[config.mk]
export PLATFORM = sky130hd
export DESIGN_NAME = debounce_bank
export DESIGN_NICKNAME = d
export VERILOG_FILES = /design/src/rtl/debounce_pkg.sv /design/src/rtl/debounce_chan.sv /design/src/rtl/debounce_bank.sv
export SDC_FILE = /design/constraint.sdc
export NUM_CORES = 1
export LEC_CHECK = 0
export CAP_MARGIN = 20
export CORE_ASPECT_RATIO = 2
export CORE_UTILIZATION = 47
export CTS_CLUSTER_SIZE = 8
export DETAILED_ROUTE_END_ITERATION = 7
export PLACE_DENSITY = 0.74
export SLEW_MARGIN = 10
export SYNTH_ARGS = -nofsm -noshare
export SYNTH_HDL_FRONTEND = slang
export SYNTH_SLANG_ARGS = --single-unit
[constraint.sdc]
create_clock -name clk -period 1.1 [get_ports clk]
set_input_delay 0.275 -clock clk [delete_from_list [all_inputs] [get_ports clk]]
set_output_delay 0.275 -clock clk [all_outputs]
set_load 0.05 [all_outputs]
[src/rtl/debounce_pkg.sv]
// Shared constants, event record and helpers for the debounce_bank channels.
package debounce_pkg;

    localparam int DEBOUNCE_DEPTH_DEF = 6;
    localparam int DEBOUNCE_HOLD_DEF  = 500;

    typedef struct packed {
        logic rise;
        logic fall;
    } chan_evt_t;

    function automatic int hold_width(input int ticks);
        return $clog2(ticks + 1);
    endfunction

endpackage

[src/rtl/debounce_chan.sv]
// Single debounce channel: 2-flop synchroniser, tick-sampled history, clean level,
// rise/fall pulses and, with DEBOUNCE_HOLD_EN defined, a saturating long-press counter.
module debounce_chan
    import debounce_pkg::*;
#(
    parameter int DEPTH      = DEBOUNCE_DEPTH_DEF,
    parameter int HOLD_TICKS = DEBOUNCE_HOLD_DEF
) (
    input  logic clk,
    input  logic rst,
    input  logic msec_pulse,
    input  logic pb,
    output logic clean_pb,
    output logic rise,
    output logic fall,
    output logic hold
);

    logic [1:0]       sync_q, sync_d;
    logic [DEPTH-2:0] hist_q, hist_d;
    logic [DEPTH-1:0] h_next;
    logic             stable;
    logic             clean_q, clean_d;
    chan_evt_t        evt_q, evt_d;

    // Only DEPTH-1 past samples are ever read back, so the oldest bit of h_next is dropped.
    always_comb begin
        sync_d  = {sync_q[0], pb};
        h_next  = {hist_q, sync_q[1]};
        stable  = (&h_next) || (~|h_next);
        hist_d  = hist_q;
        clean_d = clean_q;
        evt_d   = '0;
        if (msec_pulse) begin
            hist_d = h_next[DEPTH-2:0];
            if (stable && (h_next[0] != clean_q)) begin
                clean_d    = h_next[0];
                evt_d.rise = h_next[0];
                evt_d.fall = ~h_next[0];
            end
        end
    end

    always_ff @(posedge clk) begin
        if (rst) begin
            sync_q  <= '0;
            hist_q  <= '0;
            clean_q <= 1'b0;
            evt_q   <= '0;
        end else begin
            sync_q  <= sync_d;
            hist_q  <= hist_d;
            clean_q <= clean_d;
            evt_q   <= evt_d;
        end
    end

`ifdef DEBOUNCE_HOLD_EN
    localparam int             CW       = hold_width(HOLD_TICKS);
    localparam logic [CW-1:0]  HOLD_MAX = CW'(HOLD_TICKS);

    logic [CW-1:0] cnt_q, cnt_d;
    logic          hold_q, hold_d;

    // Counting needs clean high before and after the edge, so the setting tick is skipped
    // and a release tick can never raise hold alongside fall.
    always_comb begin
        cnt_d  = cnt_q;
        hold_d = 1'b0;
        if (!clean_q || !clean_d) begin
            cnt_d = '0;
        end else if (msec_pulse && (cnt_q != HOLD_MAX)) begin
            cnt_d  = cnt_q + CW'(1);
            hold_d = ((cnt_q + CW'(1)) == HOLD_MAX);
        end
    end

    always_ff @(posedge clk) begin
        if (rst) begin
            cnt_q  <= '0;
            hold_q <= 1'b0;
        end else begin
            cnt_q  <= cnt_d;
            hold_q <= hold_d;
        end
    end

    assign hold = hold_q;
`else
    assign hold = 1'b0;
`endif

    assign clean_pb = clean_q;
    assign rise     = evt_q.rise;
    assign fall     = evt_q.fall;

endmodule

[src/rtl/debounce_bank.sv]
// NCH-channel debouncer bank on a shared millisecond tick; long-press events are
// built only when DEBOUNCE_HOLD_EN is defined, otherwise hold is tied low.
module debounce_bank
    import debounce_pkg::*;
#(
    parameter int NCH        = 4,
    parameter int DEPTH      = DEBOUNCE_DEPTH_DEF,
    parameter int HOLD_TICKS = DEBOUNCE_HOLD_DEF
) (
    input  logic           clk,
    input  logic           rst,
    input  logic           msec_pulse,
    input  logic [NCH-1:0] pb,
    output logic [NCH-1:0] clean_pb,
    output logic [NCH-1:0] rise,
    output logic [NCH-1:0] fall,
    output logic [NCH-1:0] hold
);

    for (genvar i = 0; i < NCH; i++) begin : g_chan
        debounce_chan #(
            .DEPTH      (DEPTH),
            .HOLD_TICKS (HOLD_TICKS)
        ) u_chan (
            .clk        (clk),
            .rst        (rst),
            .msec_pulse (msec_pulse),
            .pb         (pb[i]),
            .clean_pb   (clean_pb[i]),
            .rise       (rise[i]),
            .fall       (fall[i]),
            .hold       (hold[i])
        );
    end

endmodule

## Yosys cells after proc, flatten, opt, wreduce, memory -nomap -nowiden

Index checks and enable logic that the tools add are counted.

| cells by class | value |
|---|---|
| eq/ne operators | 4 |
| bitwise logic cells | 9 |
| reduce and logical (&&, ||, !) cells | 28 |

Operators by type and width:

| cell | count |
|---|---|
| AND reduction 6 bit | 4 |
| OR reduction 6 bit | 4 |
| OR reduction 3 bit | 4 |
| inverter 1 bit | 9 |
| AND reduction 2 bit | 4 |
| logical AND 1 bit | 4 |
| zero test 1 bit | 4 |
| logical OR 1 bit | 4 |
| inequality test 1 bit | 4 |

| word-level totals | value |
|---|---|
| flip-flop bits (word level) | 40 |
| input bits | 7 |
| output and inout port bits | 16 |
| logic and storage cells | 61 |

## Logic depth before layout (Yosys ltp)

Gate-level depths: netlist of the first run.

| depth | value |
|---|---|
| depth after elaboration | 6 |
| gate-level depth with buffers | 5 |
| gate-level depth less buffers | 4 |

## Modules after synthesis

Synthesis of the first run repeated with hierarchy kept, for this count alone.

| unflattened totals | value |
|---|---|
| cells, all modules | 148 |
| area, all modules | 1601.5 sq um |

By module, submodules not included:

| module | instances | cells each | area each (sq um) | seq. area each (sq um) |
|---|---|---|---|---|
| debounce_chan | 4 | 37 | 400.4 | 200.2 |

## Worst setup path after synthesis of the first run

OpenSTA, ideal clock, no wires.

| timing | value |
|---|---|
| path kind | reg-to-reg |
| start | register g_chan[0].u_chan.hist_q[3] |
| end | register g_chan[0].u_chan.clean_q |
| setup time | 0.116 ns |
| data arrival time | 0.880 ns |
| data required time | 0.984 ns |
| path slack | 0.104 ns |
| stages on the path, launching flop included | 4 |
| path buffers | 0 |
| clock period less this slack | 0.996 ns |
| path through | dfxtp_1 > nor4b_1 > nand2_1 > a31o_1 |

| on the way | value |
|---|---|
| cells in the longest elaborated chain, start to end | 5 |
| elaborated cells between the ends (all ways) | 6 |
| those cells by class | reduce/logical: 6 |

Ends and longest elaborated chain:

| element | RTL line | text |
|---|---|---|
| from (decl) | debounce_chan.sv:20 | `logic [DEPTH-2:0] hist_q, hist_d;` |
| from (signal assigned) | debounce_chan.sv:52 | `hist_q <= hist_d;` |
| OR reduction 6 bit | debounce_chan.sv:30 | `stable = (&h_next) \|\| (~\|h_next);` |
| zero test 1 bit | debounce_chan.sv:30 |  |
| logical OR 1 bit * | debounce_chan.sv:30 |  |
| logical AND 1 bit * | debounce_chan.sv:36 | `if (stable && (h_next[0] != clean_q)) begin` |
| AND reduction 2 bit (no source line) * | -- |  |
| to (signal assigned) | debounce_chan.sv:53 | `clean_q <= clean_d;` |
| to (decl) | debounce_chan.sv:23 | `logic clean_q, clean_d;` |

Mark *: on every way between the ends. The rest lies on a longest branch, timed or not.
A chain may end at the register's enable or synchronous reset.

## Worst setup path in the final report of the first run

| timing | value |
|---|---|
| start | register g_chan[3].u_chan.clean_q |
| end | output clean_pb[3] |

RTL lines:

| element | RTL line | text |
|---|---|---|
| from (decl) | debounce_chan.sv:23 |  |
| from (signal assigned) | debounce_chan.sv:53 |  |
| to (decl) | debounce_bank.sv:14 | `output logic [NCH-1:0] clean_pb,` |

No word-level cell between the ends.

==> flow_metrics.py, run 1 <==
metrics = {
    "worst_setup_path": {
        "rrSetupSlack_ns": -0.01,
        "cp.arrival_ns": 0.88,
        "path_max_fanout": 2,
        "required_ns": 0.82,
        "critPathKind": "reg2out",
        "startpoint": "g_chan[3].u_chan.clean_pb",
        "timing.critical_path.to": "clean_pb[3]",
        "reg2reg_from": "g_chan[3].u_chan.sync_q[1]",
        "crit_path_end_kind": "output pin",
        "cp-start-kind": "flop",
        "worstRegToRegCells": 3,
        "worstReg2RegEnd": "g_chan[3].u_chan.clean_pb",
    },
    "timing": {
        "fin_setup_tns_ns": -0.1198,
        "fmax_mhz": 863.9,
        "fin_crit_ns": 1.157,
        "hold_violations": 0,
        "period_share": 1.052,
        "skew_ns": 0.006777,
        "final-setup-viol-count": 3,
        "hold_ws_ns": 0.4393,
        "final_max_slew_viol_count": 0,
        "rsz0062_at_grt": "yes",
        "fin_ws_ns": -0.05749,
    },
    "die": {
        "die_y_um": 82.99,
        "ios": 23,
        "die_area_um2": 3527,
        "dieWidth_um": 42.50,
        "num_rows": 29,
        "coreArea_um2": 3157,
        "initial_utilization": 0.4883,
    },
    "finish": {
        "n_antenna_cell": 0,
        "nNetsFinal": 180,
        "syn2layout_area_growth_pct": 33.12,
        "layout-drive-gt1-share": 0.3276,
    },
    "flow_run": {
        "cap_violations": 0,
    },
    "logic_synthesis": {
        "ys_warn_count": 0,
        "synthCells": 148,
        "synth_seq_cells": 40,
        "avgSynthCellArea_um2": 10.42,
        "seq_area_frac_synth": 0.5195,
        "netlist-cell-type-count": 19,
        "syn_area_um2": 1541,
    },
    "routing": {
        "avgRoutedWirePerCell_um": 13.58,
        "drt_iter0_markers": 13,
        "drt-total-wl_mm": 2.783,
        "drc": 0,
        "postRouteAntennaNets": 0,
        "vias": 1066,
        "drt_first_pass_iters": 4,
        "post_drt_via_cell_ratio": 5.200,
    },
    "global_route": {
        "overflow": 0,
        "grt_max_degree": 18,
        "antenna_found_initial": 0,
        "grt_pass1_wl_mm": 4.595,
        "grt_use_total": 0.1732,
        "grt_pass1_vias": 1044,
    },
    "hold_path": {
        "whs_path_depth": 1,
        "hold_class": "reg2reg",
    },
    "place": {
        "gp_congestion": 0.7083,
        "post-place-ws_ns": -0.4823,
        "hpwl_mm": 2.039,
        "io_buffers": 18,
    },
    "clock_network": {
        "clk_latency_ns": 0.29,
        "cts_root_buffer": "clkbuf_8",
        "numCtsBuffers": 5,
        "cts_hold_buf": 0,
        "clk_pin_slew_ns": 0.07,
        "cts.sinks": 40,
        "cts_tree": "built",
        "cts_buffer_depth": 2,
        "h-tree-depth": 2,
    },
    "power": {
        "power_density_nw_per_um2": 1277,
        "ir_drop_uv": 1343,
        "p_leak_nw": 0.8760,
    },
    "status": {
        "status": "complete, but fails checks",
        "failed_checks": "setup timing",
    },
}
area by class of cell:
class	count	area [um^2]
Clock buffer	8	90.09
Fill cell	238	1105
Inverter	1	3.754
Multi-Input combinational cell	88	625.6
Sequential cell	40	827.0
Tap cell	31	38.79
Timing Repair Buffer	37	466.7
per-stage QoR:
step / util / area, um^2 / std cells / total power [mW]
floorplan: - / 1553 / 151 / 1.632
global placement: 0.5803 / 1832 / 191 / 1.670
detailed placement: 0.5803 / 1832 / 191 / 1.676
CTS: 0.6274 / 1981 / 203 / 2.652
global route: 0.6500 / 2052 / 205 / 2.724
finish: 0.6500 / 2052 / 205 / 2.620
sequential cells by signal, indices dropped and copies added, names as in the netlist:
| signal | cells |
|---|---|
| g_chan.u_chan.clean_pb | 4 |
| g_chan.u_chan.hist_q | 20 |
| g_chan.u_chan.sync_q | 8 |
| g_chan.u_chan.rise | 4 |
| g_chan.u_chan.fall | 4 |
how the worst min path moves through the flow:
stage / end / from / slack [ns]
after floorplan: g_chan[1].u_chan.sync_q[1] / rst / 0.35
after global placement: g_chan[2].u_chan.sync_q[1] / g_chan[2].u_chan.sync_q[0] / 0.42
after detailed placement: g_chan[1].u_chan.sync_q[1] / g_chan[1].u_chan.sync_q[0] / 0.42
after CTS: g_chan[1].u_chan.sync_q[1] / g_chan[1].u_chan.sync_q[0] / 0.44
after global routing: g_chan[1].u_chan.sync_q[1] / g_chan[1].u_chan.sync_q[0] / 0.45
final: g_chan[1].u_chan.sync_q[1] / g_chan[1].u_chan.sync_q[0] / 0.44
routing by layer:
metal  routed length [um]  global-route usage  up-vias  part of all wire
met1                  972              0.1561      503              0.35
li1                     -                   -      539                 -
met2                 1660              0.3189       18              0.60
met5                    0                   0        -                 0
met3                   85             0.05000        6             0.031
met4                   65              0.1023        0             0.023
synth_stat cells:
library cell	instances	area, um^2
nor2b_1	8	50.05
clkbuf_1	3	11.26
buf_4	18	135.1
dfxtp_1	40	800.8
conb_1	1	3.750
nor2_1	24	90.09
a31o_1	4	35.03
nand4_1	4	25.02
nor4_1	3	18.77
buf_6	1	11.26
mux2i_1	20	200.2
nand2_1	4	15.01
nor4b_1	1	8.760
and4bb_1	3	37.54
and3_1	4	25.02
nand4b_1	4	35.03
nor4b_2	1	15.01
inv_2	1	3.750
nor3_1	4	20.02
cell usage in the layout, fill, tap and decap left out:
cell type	n
dfxtp_1	25
nor2_1	24
mux2i_1	20
buf_4	13
dfxtp_2	12
buf_12	12
nor2b_1	8
clkbuf_8	6
buf_6	6
nand2_1	4
nand4_1	4
nand4b_1	4
and3_1	4
a31o_1	4
conb_1	4
clkdlybuf4s50_1	4
nor3_1	3
and4bb_1	3
dfxtp_4	3
nor4_1	2
clkbuf_1	2
nor4b_2	1
nor4b_4	1
inv_2	1
nor4_4	1
nor3_2	1
dlymetal6s2s_1	1
dlygate4sd2_1	1
critical path: stages, from the launching register on:
cell,delay [ns]
dfxtp_2,0.34
buf_6,0.12
buf_12,0.13
what timing repair did:
item,4_1_cts,5_1_grt
pin swaps,4,8
gates resized for setup,11,20
buffers inserted,6,2
setup endpoints to repair,27,15
power breakdown:
group	internal (mW)	total, mW	switching (mW)
Clock	0.511	0.975	0.465
Combinational	0.0745	0.166	0.0914
Sequential	1.46	1.48	0.0169
kinds of logic (layout without fill, tap and decap cells):
kind of cell           count (synthesis)  in the layout  share of synthesized area
AOI/OAI and AO/OA                      4              4                    0.02272
buffers and inverters                 23             46                     0.1047
DFF                                   40             40                     0.5195
muxes                                 20             20                     0.1299
other                                  1              4                   0.002433
and+or+nand+nor                       60             60                     0.2208
Power figures use the tool's default switching activity.
==> run 2, diff against run 1 <==
--- a/config.mk
+++ b/config.mk
@@ -11,6 +11,7 @@
 export CTS_CLUSTER_SIZE = 8
 export DETAILED_ROUTE_END_ITERATION = 7
 export PLACE_DENSITY = 0.74
+export REMOVE_ABC_BUFFERS = 1
 export SLEW_MARGIN = 10
 export SYNTH_ARGS = -nofsm -noshare
 export SYNTH_HDL_FRONTEND = slang
==> flow_metrics.py, run 2 (synthesis results as in run 1) <==
metrics = {
    "status": {
        "status": "complete, but fails checks",
        "failed_checks": "setup timing",
    },
    "finish": {
        "layout-drive-gt1-share": 0.3018,
        "largest_reg_flops": 20,
        "nNetsFinal": 175,
        "n_antenna_cell": 0,
        "final_cell_mix": "29 x dfxtp_1, 24 x nor2_1, 20 x mux2i_1",
        "fin_util": 0.6421,
        "top_regs": "g_chan.u_chan.hist_q: 20 flops, g_chan.u_chan.sync_q: 8 flops",
        "layout_commonest_cell": "dfxtp_1",
        "regMostFlops": "g_chan.u_chan.hist_q",
        "syn2layout_area_growth_pct": 31.49,
        "stdcell_area_um2": 2027,
    },
    "routing": {
        "vias": 1053,
        "post_drt_via_cell_ratio": 5.265,
        "postRouteAntennaNets": 0,
        "avgRoutedWirePerCell_um": 13.47,
        "drc": 0,
        "drt_first_pass_iters": 4,
        "drt-total-wl_mm": 2.694,
        "drt_iter0_markers": 20,
    },
    "power": {
        "seqPwrFrac": 0.531,
        "p_leak_nw": 0.8570,
        "ir_drop_uv": 1603,
        "p_int_mw": 2.205,
        "p_sw_uw": 581.3,
        "power_mw": 2.787,
        "power_frac_comb": 0.058,
        "clkPwrFrac": 0.411,
        "swShare": 0.2086,
        "power_density_nw_per_um2": 1375,
    },
    "die": {
        "coreArea_um2": 3157,
        "num_rows": 29,
        "ios": 23,
        "die_area_um2": 3527,
        "initial_utilization": 0.4883,
        "dieWidth_um": 42.50,
        "die_y_um": 82.99,
    },
    "worst_setup_path": {
        "cp.arrival_ns": 0.88,
        "reg2reg_from": "g_chan[1].u_chan.clean_pb",
        "critPathKind": "reg2out",
        "worstRegToRegCells": 5,
        "rrSetupSlack_ns": 0,
        "required_ns": 0.82,
        "path_max_fanout": 2,
        "cp-start-kind": "flop",
        "crit_path_end_kind": "output pin",
        "worstReg2RegEnd": "g_chan[1].u_chan.clean_pb",
    },
    "timing": {
        "rsz0062_at_grt": "yes",
        "skew_ns": 0.008883,
        "fmax_mhz": 866.9,
        "hold_violations": 0,
        "hold_ws_ns": 0.3860,
        "period_share": 1.049,
        "final-setup-viol-count": 2,
        "fin_crit_ns": 1.154,
        "fin_ws_ns": -0.05356,
        "final_max_slew_viol_count": 0,
    },
    "global_route": {
        "antenna_found_initial": 0,
        "grt_use_total": 0.1770,
        "grt_util_met2": 0.2993,
        "met1_usage": 0.1907,
        "grt_pass1_vias": 1081,
        "grt.busiest_layer": "met2",
        "grt_max_degree": 25,
        "use_met3": 0.04783,
        "grt_pass1_wl_mm": 4.747,
        "overflow": 0,
    },
    "clock_network": {
        "h-tree-depth": 2,
        "clk_pin_slew_ns": 0.08,
        "cts_tree": "built",
        "numCtsBuffers": 5,
        "cts.sinks": 40,
        "cts_buffer_depth": 2,
        "clk_latency_ns": 0.29,
        "cts_root_buffer": "clkbuf_8",
    },
    "place": {
        "io_buffers": 18,
        "placed_area_um2": 1824,
        "hpwl_mm": 1.808,
        "gp_congestion": 0.7679,
    },
    "hold_path": {
        "hold_start": "rst",
        "min_to": "g_chan[2].u_chan.hist_q[3]",
        "whs_path_depth": 3,
        "hold_class": "in2reg",
    },
    "flow_run": {
        "cap_violations": 0,
    },
}
run 2: changes by cell type in the layout (fill, tap and decap cells not counted), sizes merged:
cell and delta:
buf -5, bufinv +1, clkbuf -2, clkinv +1
run 2: worst max-delay path: stages (launching register included):
cell and delay [ns]:
dfxtp_2 0.34, buf_6 0.11, buf_12 0.13
run 2: how the worst max path moves through the flow:
stage / startpoint / endpoint / slack [ns] / cells after the start
floorplan: g_chan[0].u_chan.clean_pb / g_chan[0].u_chan.clean_pb / -0.22 / 3
global placement: msec_pulse / g_chan[2].u_chan.clean_pb / -0.41 / 5
detailed placement: msec_pulse / g_chan[3].u_chan.clean_pb / -0.46 / 5
CTS: g_chan[1].u_chan.clean_pb / clean_pb[1] / -0.05 / 2
global route: g_chan[1].u_chan.clean_pb / clean_pb[1] / -0.09 / 2
finish: g_chan[1].u_chan.clean_pb / clean_pb[1] / -0.05 / 2
run 2: layout make-up:
type / instances / area, um^2
fill: 253 / 1130
clock inverter: 2 / 35.03
timing repair buffer: 32 / 425.4
multi-input combinational: 88 / 629.4
sequential: 40 / 822.0
clock buffer: 6 / 72.57
tap: 31 / 38.79
inverter: 1 / 3.754
run 2: power by group through the flow:
stage / registers (mW) / logic, mW / clock network (mW)
2_1_floorplan: 1.51 / 0.0716 / 0
3_3_place_gp: 1.51 / 0.152 / 0
3_5_place_dp: 1.52 / 0.155 / 0
4_1_cts: 1.48 / 0.161 / 1.18
5_1_grt: 1.48 / 0.176 / 1.26
6_report: 1.48 / 0.162 / 1.15
run 2: metrics by stage:
stage,setup WS (ns),cells,setup TNS [ns]
finish,-0.05356,200,-0.1048
global route,-0.08630,200,-0.2973
CTS,-0.05220,200,-0.1004
detailed placement,-0.4559,190,-12.48
global placement,-0.4114,190,-11.54
floorplan,-0.2151,129,-1.076
run 2: repair_timing:
action	CTS	global route
buffers inserted	3	0
cloned	1	0
hold buffers	0	0
gates resized for setup	11	17
pin swaps	0	9
endpoints found under the setup margin	32	15
run 2: per-layer routing:
metal / vias to the layer above / routed length, um
met3: 7 / 89
met2: 26 / 1454
met4: 0 / 74
met5: - / 0
li1: 528 / -
met1: 492 / 1075
